[src/rtl/execute_pkg.sv]
// Shared types, constants and helpers for the RV64 execute stage.
// Pulled into the stage and its mul/div unit with import execute_pkg::*.
package execute_pkg;

    localparam int XLEN = 64;
    localparam logic [XLEN-1:0] MIN_S64 = {1'b1, {(XLEN-1){1'b0}}};
    localparam logic [31:0] MIN_S32 = 32'h8000_0000;

    typedef enum logic [2:0] {
        OP_NONE, OP_ALU, OP_LOAD, OP_STORE, OP_BRANCH, OP_JUMP
    } op_t;

    typedef enum logic [4:0] {
        ADD, SUB, AND, OR, XOR, SLL, SRL, SRA, SLT, SLTU,
        ADDW, SUBW, SLLW, SRLW, SRAW,
        MUL, MULW, DIV, DIVU, REM, REMU, DIVW, DIVUW, REMW, REMUW
    } alufunc_t;

    typedef enum logic [1:0] {IDLE, BUSY, DONE} muldiv_state_t;

    typedef struct packed {
        op_t      op;
        alufunc_t alufunc;
    } ctl_t;

    typedef struct packed {
        logic            valid;
        logic [XLEN-1:0] pc;
        logic [31:0]     raw_instr;
        logic [4:0]      dst;
        logic [XLEN-1:0] srca;
        logic [XLEN-1:0] srcb;
        ctl_t            ctl;
    } decode_data_t;

    typedef struct packed {
        logic            valid;
        logic [XLEN-1:0] pc;
        logic [31:0]     raw_instr;
        logic [4:0]      dst;
        logic [XLEN-1:0] aluout;
        ctl_t            ctl;
    } execute_data_t;

    function automatic logic is_muldiv(alufunc_t f);
        return f inside {MUL, MULW, DIV, DIVU, REM, REMU,
                         DIVW, DIVUW, REMW, REMUW};
    endfunction

    function automatic logic [XLEN-1:0] sext32(logic [31:0] v);
        return {{(XLEN-32){v[31]}}, v};
    endfunction

endpackage

[src/rtl/execute_muldiv.sv]
// Iterative RV64M unit: shift-add multiply, restoring divide.
// Operands are held as magnitudes; signs are fixed up on completion.
module execute_muldiv
    import execute_pkg::*;
#(
    parameter int BITS_PER_CYCLE = 1
) (
    input  logic            clk,
    input  logic            rst_i,
    input  logic            start_i,
    input  logic            flush_i,
    input  alufunc_t        op_i,
    input  logic [XLEN-1:0] a_i,
    input  logic [XLEN-1:0] b_i,
    output logic            busy_o,
    output logic            done_o,
    output logic [XLEN-1:0] result_o
);

    localparam int ITERS = XLEN / BITS_PER_CYCLE;
    localparam int CW = (ITERS > 1) ? $clog2(ITERS) : 1;

    muldiv_state_t   state_q;
    logic [CW-1:0]   cnt_q;
    logic [XLEN:0]   acc_q;
    logic [XLEN-1:0] a_q, b_q, result_q;
    logic            is_mul_q, is_rem_q, w_q, qneg_q, rneg_q;

    logic            mul_op, rem_op, w_op, s_op;
    logic [XLEN-1:0] xa, xb, ma, mb, min_x, early_raw, early_res;
    logic            dz, ovf;
    logic [XLEN:0]   acc_d;
    logic [XLEN-1:0] a_d, b_d, quo, rem_v, raw, fin;

    // Classify the incoming op.
    always_comb begin
        mul_op = 1'b0;
        rem_op = 1'b0;
        w_op   = 1'b0;
        s_op   = 1'b0;
        unique case (op_i)
            MUL:   mul_op = 1'b1;
            MULW:  begin mul_op = 1'b1; w_op = 1'b1; end
            DIV:   s_op = 1'b1;
            REM:   begin rem_op = 1'b1; s_op = 1'b1; end
            REMU:  rem_op = 1'b1;
            DIVW:  begin w_op = 1'b1; s_op = 1'b1; end
            DIVUW: w_op = 1'b1;
            REMW:  begin rem_op = 1'b1; w_op = 1'b1; s_op = 1'b1; end
            REMUW: begin rem_op = 1'b1; w_op = 1'b1; end
            default: ;
        endcase
    end

    // Extend W operands, take magnitudes, detect the early-out cases.
    always_comb begin
        xa = w_op ? (s_op ? sext32(a_i[31:0])
                          : {{(XLEN-32){1'b0}}, a_i[31:0]}) : a_i;
        xb = w_op ? (s_op ? sext32(b_i[31:0])
                          : {{(XLEN-32){1'b0}}, b_i[31:0]}) : b_i;
        ma = (s_op && xa[XLEN-1]) ? -xa : xa;
        mb = (s_op && xb[XLEN-1]) ? -xb : xb;
        min_x = w_op ? sext32(MIN_S32) : MIN_S64;
        dz  = ~mul_op & (xb == '0);
        ovf = s_op & (xa == min_x) & (xb == '1);
        if (dz) early_raw = rem_op ? xa : '1;
        else    early_raw = rem_op ? '0 : xa;
        early_res = w_op ? sext32(early_raw[31:0]) : early_raw;
    end

    // Resolve BITS_PER_CYCLE bits and form the signed final result.
    always_comb begin
        acc_d = acc_q;
        a_d   = a_q;
        b_d   = b_q;
        for (int i = 0; i < BITS_PER_CYCLE; i++) begin
            if (is_mul_q) begin
                if (b_d[0]) acc_d = acc_d + {1'b0, a_d};
                a_d = a_d << 1;
                b_d = b_d >> 1;
            end else begin
                acc_d = {acc_d[XLEN-1:0], a_d[XLEN-1]};
                a_d   = a_d << 1;
                if (acc_d >= {1'b0, b_d}) begin
                    acc_d  = acc_d - {1'b0, b_d};
                    a_d[0] = 1'b1;
                end
            end
        end
        quo   = qneg_q ? -a_d : a_d;
        rem_v = rneg_q ? -acc_d[XLEN-1:0] : acc_d[XLEN-1:0];
        raw   = is_mul_q ? acc_d[XLEN-1:0] : (is_rem_q ? rem_v : quo);
        fin   = w_q ? sext32(raw[31:0]) : raw;
    end

    // Control FSM and iterative datapath registers.
    always_ff @(posedge clk) begin
        if (rst_i) begin
            state_q  <= IDLE;
            cnt_q    <= '0;
            acc_q    <= '0;
            a_q      <= '0;
            b_q      <= '0;
            result_q <= '0;
            is_mul_q <= 1'b0;
            is_rem_q <= 1'b0;
            w_q      <= 1'b0;
            qneg_q   <= 1'b0;
            rneg_q   <= 1'b0;
        end else if (flush_i) begin
            state_q <= IDLE;
        end else begin
            unique case (state_q)
                IDLE: if (start_i) begin
                    is_mul_q <= mul_op;
                    is_rem_q <= rem_op;
                    w_q      <= w_op;
                    qneg_q   <= s_op & (xa[XLEN-1] ^ xb[XLEN-1]);
                    rneg_q   <= s_op & xa[XLEN-1];
                    acc_q    <= '0;
                    a_q      <= mul_op ? xa : ma;
                    b_q      <= mul_op ? xb : mb;
                    cnt_q    <= CW'(ITERS - 1);
                    if (dz || ovf) begin
                        result_q <= early_res;
                        state_q  <= DONE;
                    end else begin
                        state_q  <= BUSY;
                    end
                end
                BUSY: begin
                    acc_q <= acc_d;
                    a_q   <= a_d;
                    b_q   <= b_d;
                    cnt_q <= cnt_q - CW'(1);
                    if (cnt_q == '0) begin
                        result_q <= fin;
                        state_q  <= DONE;
                    end
                end
                DONE: state_q <= IDLE;
                default: state_q <= IDLE;
            endcase
        end
    end

    assign busy_o = ~rst_i & ~flush_i &
                    (((state_q == IDLE) & start_i) | (state_q == BUSY));
    assign done_o = ~rst_i & ~flush_i & (state_q == DONE);
    assign result_o = result_q;

endmodule

[src/rtl/execute.sv]
// RV64 execute stage: single-cycle ALU plus iterative mul/div.
// stallE holds decode while the mul/div unit is working.
module execute
    import execute_pkg::*;
#(
    parameter int BITS_PER_CYCLE = 1
) (
    input  logic          clk,
    input  logic          reset,
    input  decode_data_t  dataD,
    input  logic          flush,
    output execute_data_t dataE,
    output logic          stallE
);

    logic            md_sel, md_start, md_busy, md_done;
    logic [XLEN-1:0] md_result, alu_y, a, b;
    logic [31:0]     w32;
    logic [5:0]      sh;
    logic [4:0]      shw;

    assign a   = dataD.srca;
    assign b   = dataD.srcb;
    assign sh  = b[5:0];
    assign shw = b[4:0];

    assign md_sel   = is_muldiv(dataD.ctl.alufunc);
    assign md_start = dataD.valid & md_sel;

    execute_muldiv #(
        .BITS_PER_CYCLE(BITS_PER_CYCLE)
    ) u_muldiv (
        .clk     (clk),
        .rst_i   (reset),
        .start_i (md_start),
        .flush_i (flush),
        .op_i    (dataD.ctl.alufunc),
        .a_i     (a),
        .b_i     (b),
        .busy_o  (md_busy),
        .done_o  (md_done),
        .result_o(md_result)
    );

    // Single-cycle integer ALU; W ops work on 32 bits and sign-extend.
    always_comb begin
        alu_y = '0;
        w32   = '0;
        unique case (dataD.ctl.alufunc)
            ADD:  alu_y = a + b;
            SUB:  alu_y = a - b;
            AND:  alu_y = a & b;
            OR:   alu_y = a | b;
            XOR:  alu_y = a ^ b;
            SLL:  alu_y = a << sh;
            SRL:  alu_y = a >> sh;
            SRA:  alu_y = $signed(a) >>> sh;
            SLT:  alu_y = {{(XLEN-1){1'b0}}, $signed(a) < $signed(b)};
            SLTU: alu_y = {{(XLEN-1){1'b0}}, a < b};
            ADDW: begin w32 = a[31:0] + b[31:0]; alu_y = sext32(w32); end
            SUBW: begin w32 = a[31:0] - b[31:0]; alu_y = sext32(w32); end
            SLLW: begin w32 = a[31:0] << shw; alu_y = sext32(w32); end
            SRLW: begin w32 = a[31:0] >> shw; alu_y = sext32(w32); end
            SRAW: begin
                w32   = $signed(a[31:0]) >>> shw;
                alu_y = sext32(w32);
            end
            default: alu_y = '0;
        endcase
    end

    // Output bundle: pass-through fields plus the selected result.
    always_comb begin
        dataE.pc        = dataD.pc;
        dataE.raw_instr = dataD.raw_instr;
        dataE.dst       = dataD.dst;
        dataE.ctl       = dataD.ctl;
        dataE.aluout    = md_sel ? md_result : alu_y;
        dataE.valid     = md_sel ? md_done
                                 : (dataD.valid & ~flush & ~reset);
    end

    assign stallE = md_busy;

endmodule

[config.mk]
export PLATFORM = sky130hd
export DESIGN_NAME = execute
export DESIGN_NICKNAME = d
export VERILOG_FILES = /design/src/rtl/execute_pkg.sv /design/src/rtl/execute_muldiv.sv /design/src/rtl/execute.sv
export SDC_FILE = /design/constraint.sdc
export NUM_CORES = 2
export LEC_CHECK = 0
export BUFFER_PORTS_ARGS = -buffer_cell sky130_fd_sc_hd__buf_2
export CORE_AREA = 2 2 411 413
export CTS_BUF_LIST = sky130_fd_sc_hd__clkbuf_8
export CTS_CLUSTER_SIZE = 25
export DETAILED_ROUTE_END_ITERATION = 16
export DIE_AREA = 0 0 413 415
export PLACE_DENSITY = 0.56
export REMOVE_ABC_BUFFERS = 1
export SYNTH_ARGS = -nofsm -noshare
export SYNTH_HDL_FRONTEND = slang
export SYNTH_SLANG_ARGS = --single-unit
[constraint.sdc]
create_clock -name clk -period 19.4 [get_ports clk]
set_clock_uncertainty 0.2 [all_clocks]
set_input_delay 1.94 -clock clk [delete_from_list [all_inputs] [get_ports clk]]
set_output_delay 1.94 -clock clk [all_outputs]
set_load 0.01 [all_outputs]
* Yosys cells after proc, flatten, opt, wreduce, memory -nomap -nowiden
Index checks and enable logic that the tools add are counted.
W data, S select, Z words.
** Word-level totals
- Register bits after elaboration :: 270
- Input bits :: 241
- Word-level logic and storage cells :: 152
** Operators by class
- Add/subtract/negate cells :: 11
- $lt $le $gt $ge :: 3
- Equality and inequality tests :: 33
- Shift-type cells :: 6
- Muxes and demuxes :: 47
- Bitwise gates (word level) :: 20
- Reduce and logical (&&, ||, !) cells :: 20
** Operators by type and width (number)
- $mux W64 :: 24
- $pmux W64 S15 :: 1
- $pmux W64 S2 :: 3
- $mux W65 :: 4
- $neg A64 Y64 :: 4
- $pmux W65 S2 :: 1
- $lt A64 B64 Y1 :: 2
- $add A65 B64 Y65 :: 1
- $ge A65 B64 Y1 :: 1
- $sub A65 B64 Y65 :: 1
- $add A64 B64 Y64 :: 1
- $and A64 B64 Y64 :: 1
- $eq A64 B64 Y1 :: 1
- $eq A64 B64 Y1 const B :: 1
- $logic_not A64 Y1 :: 1
- $or A64 B64 Y64 :: 1
- $shl A64 B6 Y64 :: 1
- $shr A64 B6 Y64 :: 1
- $sshr A64 B6 Y64 :: 1
- $sub A64 B64 Y64 :: 1
- $xor A64 B64 Y64 :: 1
- $mux W63 :: 1
- $eq A5 B5 Y1 const B :: 9
- $eq A5 B4 Y1 const B :: 8
- 36 further kinds :: 69

* Logic depth before layout (Yosys ltp)
- Depth in word-level cells :: 12
- Mapped depth :: 26
- Mapped depth without buffers :: 23

* By module
A second synthesis with hierarchy kept.
** Second synthesis, totals
- Cell total of the unflattened synthesis :: 7790
- Area, all modules :: 52271.4 µm²
** Modules (own cells, without submodules)
- execute_muldiv :: times used 1, cells each 4466, area an instance 30488.0 µm²
- execute :: times used 1, cells each 3324, area an instance 21783.4 µm²

* Worst setup path before layout
Ideal clock, no wire load.
- Kind :: input-to-output
- From :: input port dataD[9] (netlist bit)
- To :: output port dataE[55] (netlist bit)
- Arrival time :: 7.167 ns
- Data required time :: 17.260 ns
- Setup slack :: 10.093 ns
- Cell stages on the path :: 20
- Cell sequence :: inv_2 buf_1 clkbuf_1 clkbuf_1 buf_1 ha_1 a211o_1 a2111oi_0 o31ai_1 nand3_1 o21ba_2 o21ai_1 a211o_1 a21oi_1 o21ai_0 a21oi_1 o21bai_1 a211o_1 a221o_1 a211o_1
** RTL lines
- start, declared :: line execute.sv:10 : input decode_data_t dataD,
- end, declared :: line execute.sv:12 : output execute_data_t dataE,

==> key figures <==
Floorplanning
  • Die W: around 410 µm
  • Die area: 0.171 mm²
  • I/O pin total: 416
  • FP Rows: 150
  • Initial core utilization: 0.298
  • Die Ht: 415 µm
  • Core area: 0.167 mm²

Layout
  • Share of cells above drive strength 1: 0.0887
  • Area delta synth->final: 6.67%
  • Number of fill cells: 18.7k
  • Nets: between 7k and 8k
  • Multi-input gate area: roughly 0.04 mm²
  • Register Area: 0.00539 mm²
  • Final cell count without fillers: 9590

Clock network
  • Cts bufs inserted: 42
  • Post-CTS sizing: 0
  • Clk slew on worst S/H paths: ~0.07 ns
  • Setup repair bufs after CTS: 0
  • CTS hold repair buffers: 0
  • Clock latency on the worst-skew pair: approximately 0.65 ns
  • CTS HTree Levels: 2
  • Root Buffer: clkbuf_8
  • CTS sink count: 269
  • CTS tree: yes
  • Maximum root-to-sink buffer count: 3

STA
  • Max Clk Rate: a little under 100 MHz
  • Final Setup Violations: 0
  • Crit share post-route: 0.532
  • Period minus WS final: 10.32 ns
  • Rel. slew slack: 0.171
  • RSZ-0062 raised after global routing: no
  • Worst hold slack: 0.263 ns
  • Fin. Hold Viols: 0
  • Post-Route Setup TNS: 0 ns
  • Final Max Tran Viols: 0
  • Worst slew pin tran: about 1.2 ns

Placed design
  • Final RePlAce weighted congestion: 1.07
  • Detail Placement HPWL: 286 mm
  • Placed insts: 9503
  • Port Buf Inserts: 207

Detailed routing
  • WL final: roughly 360 mm
  • Vias post-DR: 65.5k
  • M1 WL: 153 mm
  • First-pass DRT Iterations: 6
  • Antenna Nets Post-Route: 0
  • DRC: 0
  • Wire length on met2: 149 mm
  • DR WL/cell: 38.0 µm
  • Met3 WL post-DR: 41.8 mm
  • Highest Signal Layer: met5
  • Initial DRC count: ~11k
  • Drt via density: 6.83

Pwr
  • Part of the power in registers: 0.195
  • Internal Power: 1.36 mW
  • VDD IR max: ~0.043 mV
  • Fraction of power spent switching nets: 0.547
  • Leakage power: 20.7 nW
  • Pwr dens: around 57 mW/mm²
  • Net Sw Power: 1.65 mW
  • Power consumption: around 3.0 mW
  • Comb pwr share: 0.619
  • Clock power frac: 0.187

Hold path
  • Worst hold path depth: 2
  • Hold WC Path Type: reg -> reg

Worst setup path
  • Critical path type: in -> out
  • Critical Path Start Type: primary input
  • Worst Setup End Kind: output port
  • R2R cell count: 20
  • Crit path max fanout: 67
  • Critical path required time: 17.26 ns
  • R2R setup slack: 10.83 ns
  • Worst Path Arrival: between 8 and 9 ns

Yosys
  • Post-synthesis async set-or-reset flop share: 0
  • Post-synthesis cell type count: 105
  • Post-synth EDFFs: 0
  • Synth Warn #: 0
  • Post-Syn Area: 0.0497 mm²
  • #FFs+latches synth: 269
  • Syn_area_per_cell: 6.53 µm²
  • Top FF cell, synth: dfxtp_1
  • Synth Instances: approximately 7.6k
  • Seq/Total Area, Yosys: 0.108

GRT
  • Global-route wire length before repair: about 490 mm
  • Largest net degree at the start of global routing: 129
  • Initial antenna violation count: 31
  • Gr ovfl total: 0
  • Tot GR Track Use: 0.401
  • Vias in the first global route: ~60k

Flow run
  • Max-Cap Viols: 0

Status
  • Status: finished clean
-- logic make-up after synthesis --
logic type | synth area share
buffers and inverters | 0.0856
xor gates and xnor gates | 0.0493
muxes | 0.0535
AOI/OAI and AO/OA | 0.388
and+or+nand+nor | 0.231
DFF | 0.108
adders and majority gates | 0.0841
-- sequential cells by signal, indices dropped and copies added (netlist names) --
| name | count |
|---|---|
| u_muldiv.a_q | 64 |
| u_muldiv.acc_q | 64 |
| u_muldiv.b_q | 64 |
| u_muldiv.result_o | 64 |
| u_muldiv.cnt_q | 6 |
| u_muldiv.state_q | 2 |
| u_muldiv.is_mul_q | 1 |
| u_muldiv.is_rem_q | 1 |
| u_muldiv.qneg_q | 1 |
| u_muldiv.rneg_q | 1 |
| u_muldiv.w_q | 1 |
-- stage by stage --
stage	setup slack [ns]	util	area, µm²
2_1_floorplan	6.49	-	46600
3_3_place_gp	9.24	0.313	52100
3_5_place_dp	9.31	0.313	52100
4_1_cts	9.29	0.318	53000
5_1_grt	8.90	0.318	53000
6_report	9.08	0.318	53000
-- routing by layer --
layer / up-vias / global-route usage
met5: - / 0.0311
met4: 32 / 0.182
met3: 726 / 0.0934
met2: 4710 / 0.583
met1: 32303 / 0.553
li1: 27734 / -
-- synthesized netlist by cell type, drive strengths merged (24+ instances only) --
cell type  count  area [µm²]
or4           44         338
nor2b         37         231
o22ai         71         444
inv          297        1110
o21ai        655        3280
a211o         26         228
xor2          94         823
ha           327        4090
nor4          77         482
a21oi        850        4270
o41ai         32         280
a2111oi       32         294
nand4        111         701
nor2         922        3460
o21bai        62         465
a221oi        97         856
a22oi        100         751
nor3         157         801
and3          48         300
nand2        656        2460
xnor2        186        1630
nand2b        67         419
a21o         117         878
o211ai       118         886
o221ai        52         462
mux2          35         394
o2111ai       32         280
a31oi        114         734
a311oi        24         216
mux2i        195        1950
a221o         42         420
o21a          61         459
buf          193        1150
o31ai         90         681
clkbuf       525        1970
a211oi       169        1270
or2           30         188
and2          35         219
a22o          24         210
nand3        188         946
or3           55         344
dfxtp        269        5390
-- critical path, stage by stage --
cell and delay (ns):
buf_6 0.40, buf_4 0.62, ha_1 0.28, inv_1 0.06
fa_1 0.41, nor2b_1 0.15, o21a_1 0.19, o21bai_1 0.34
a211oi_1 0.28, o2111ai_1 0.26, nand3_1 0.61, a2111o_1 0.67
a311o_1 0.32, a21oi_1 0.23, a211oi_1 0.18, a21bo_2 0.27
a21oi_1 0.13, o21ai_0 0.17, a311o_1 0.41, buf_2 0.14
-- cell usage in the layout (no fill, tap or decap), types with 186 or more instances in the layout --
cell type / count
dfxtp_1: 264
xnor2_1: 186
nand2_1: 653
mux2i_1: 195
buf_4: 196
o21ai_0: 643
a21oi_1: 844
inv_1: 301
ha_1: 327
nor2_1: 906
buf_2: 201
-- path summary, 6_finish.rpt --
path | end | startpoint
setup reg to reg | u_muldiv.result_o[52] | u_muldiv.b_q[30]
hold / removal | u_muldiv.result_o[3] | u_muldiv.result_o[3]
setup / recovery | dataE[68] | dataD[8]
hold reg to reg | u_muldiv.result_o[3] | u_muldiv.result_o[3]
-- area by class of cell --
type                       count  share of cell area
antenna                       13            0.000614
clock buffer                  55              0.0143
clock inverter                19             0.00267
inverter                     302              0.0215
multi-input combinational   6327               0.759
sequential                   269               0.102
tap                         2204              0.0520
timing repair buffer         401              0.0480
-- power by group through the flow --
stage | combinational, mW | clock (mW) | sequential (mW)
4_1_cts | 1.78 | 0.562 | 0.584
6_report | 1.86 | 0.561 | 0.586
3_5_place_dp | 1.77 | 0 | 0.597
5_1_grt | 1.91 | 0.577 | 0.587
3_3_place_gp | 1.78 | 0 | 0.596
2_1_floorplan | 0.979 | 0 | 0.591
Power figures use the tool's default switching activity.
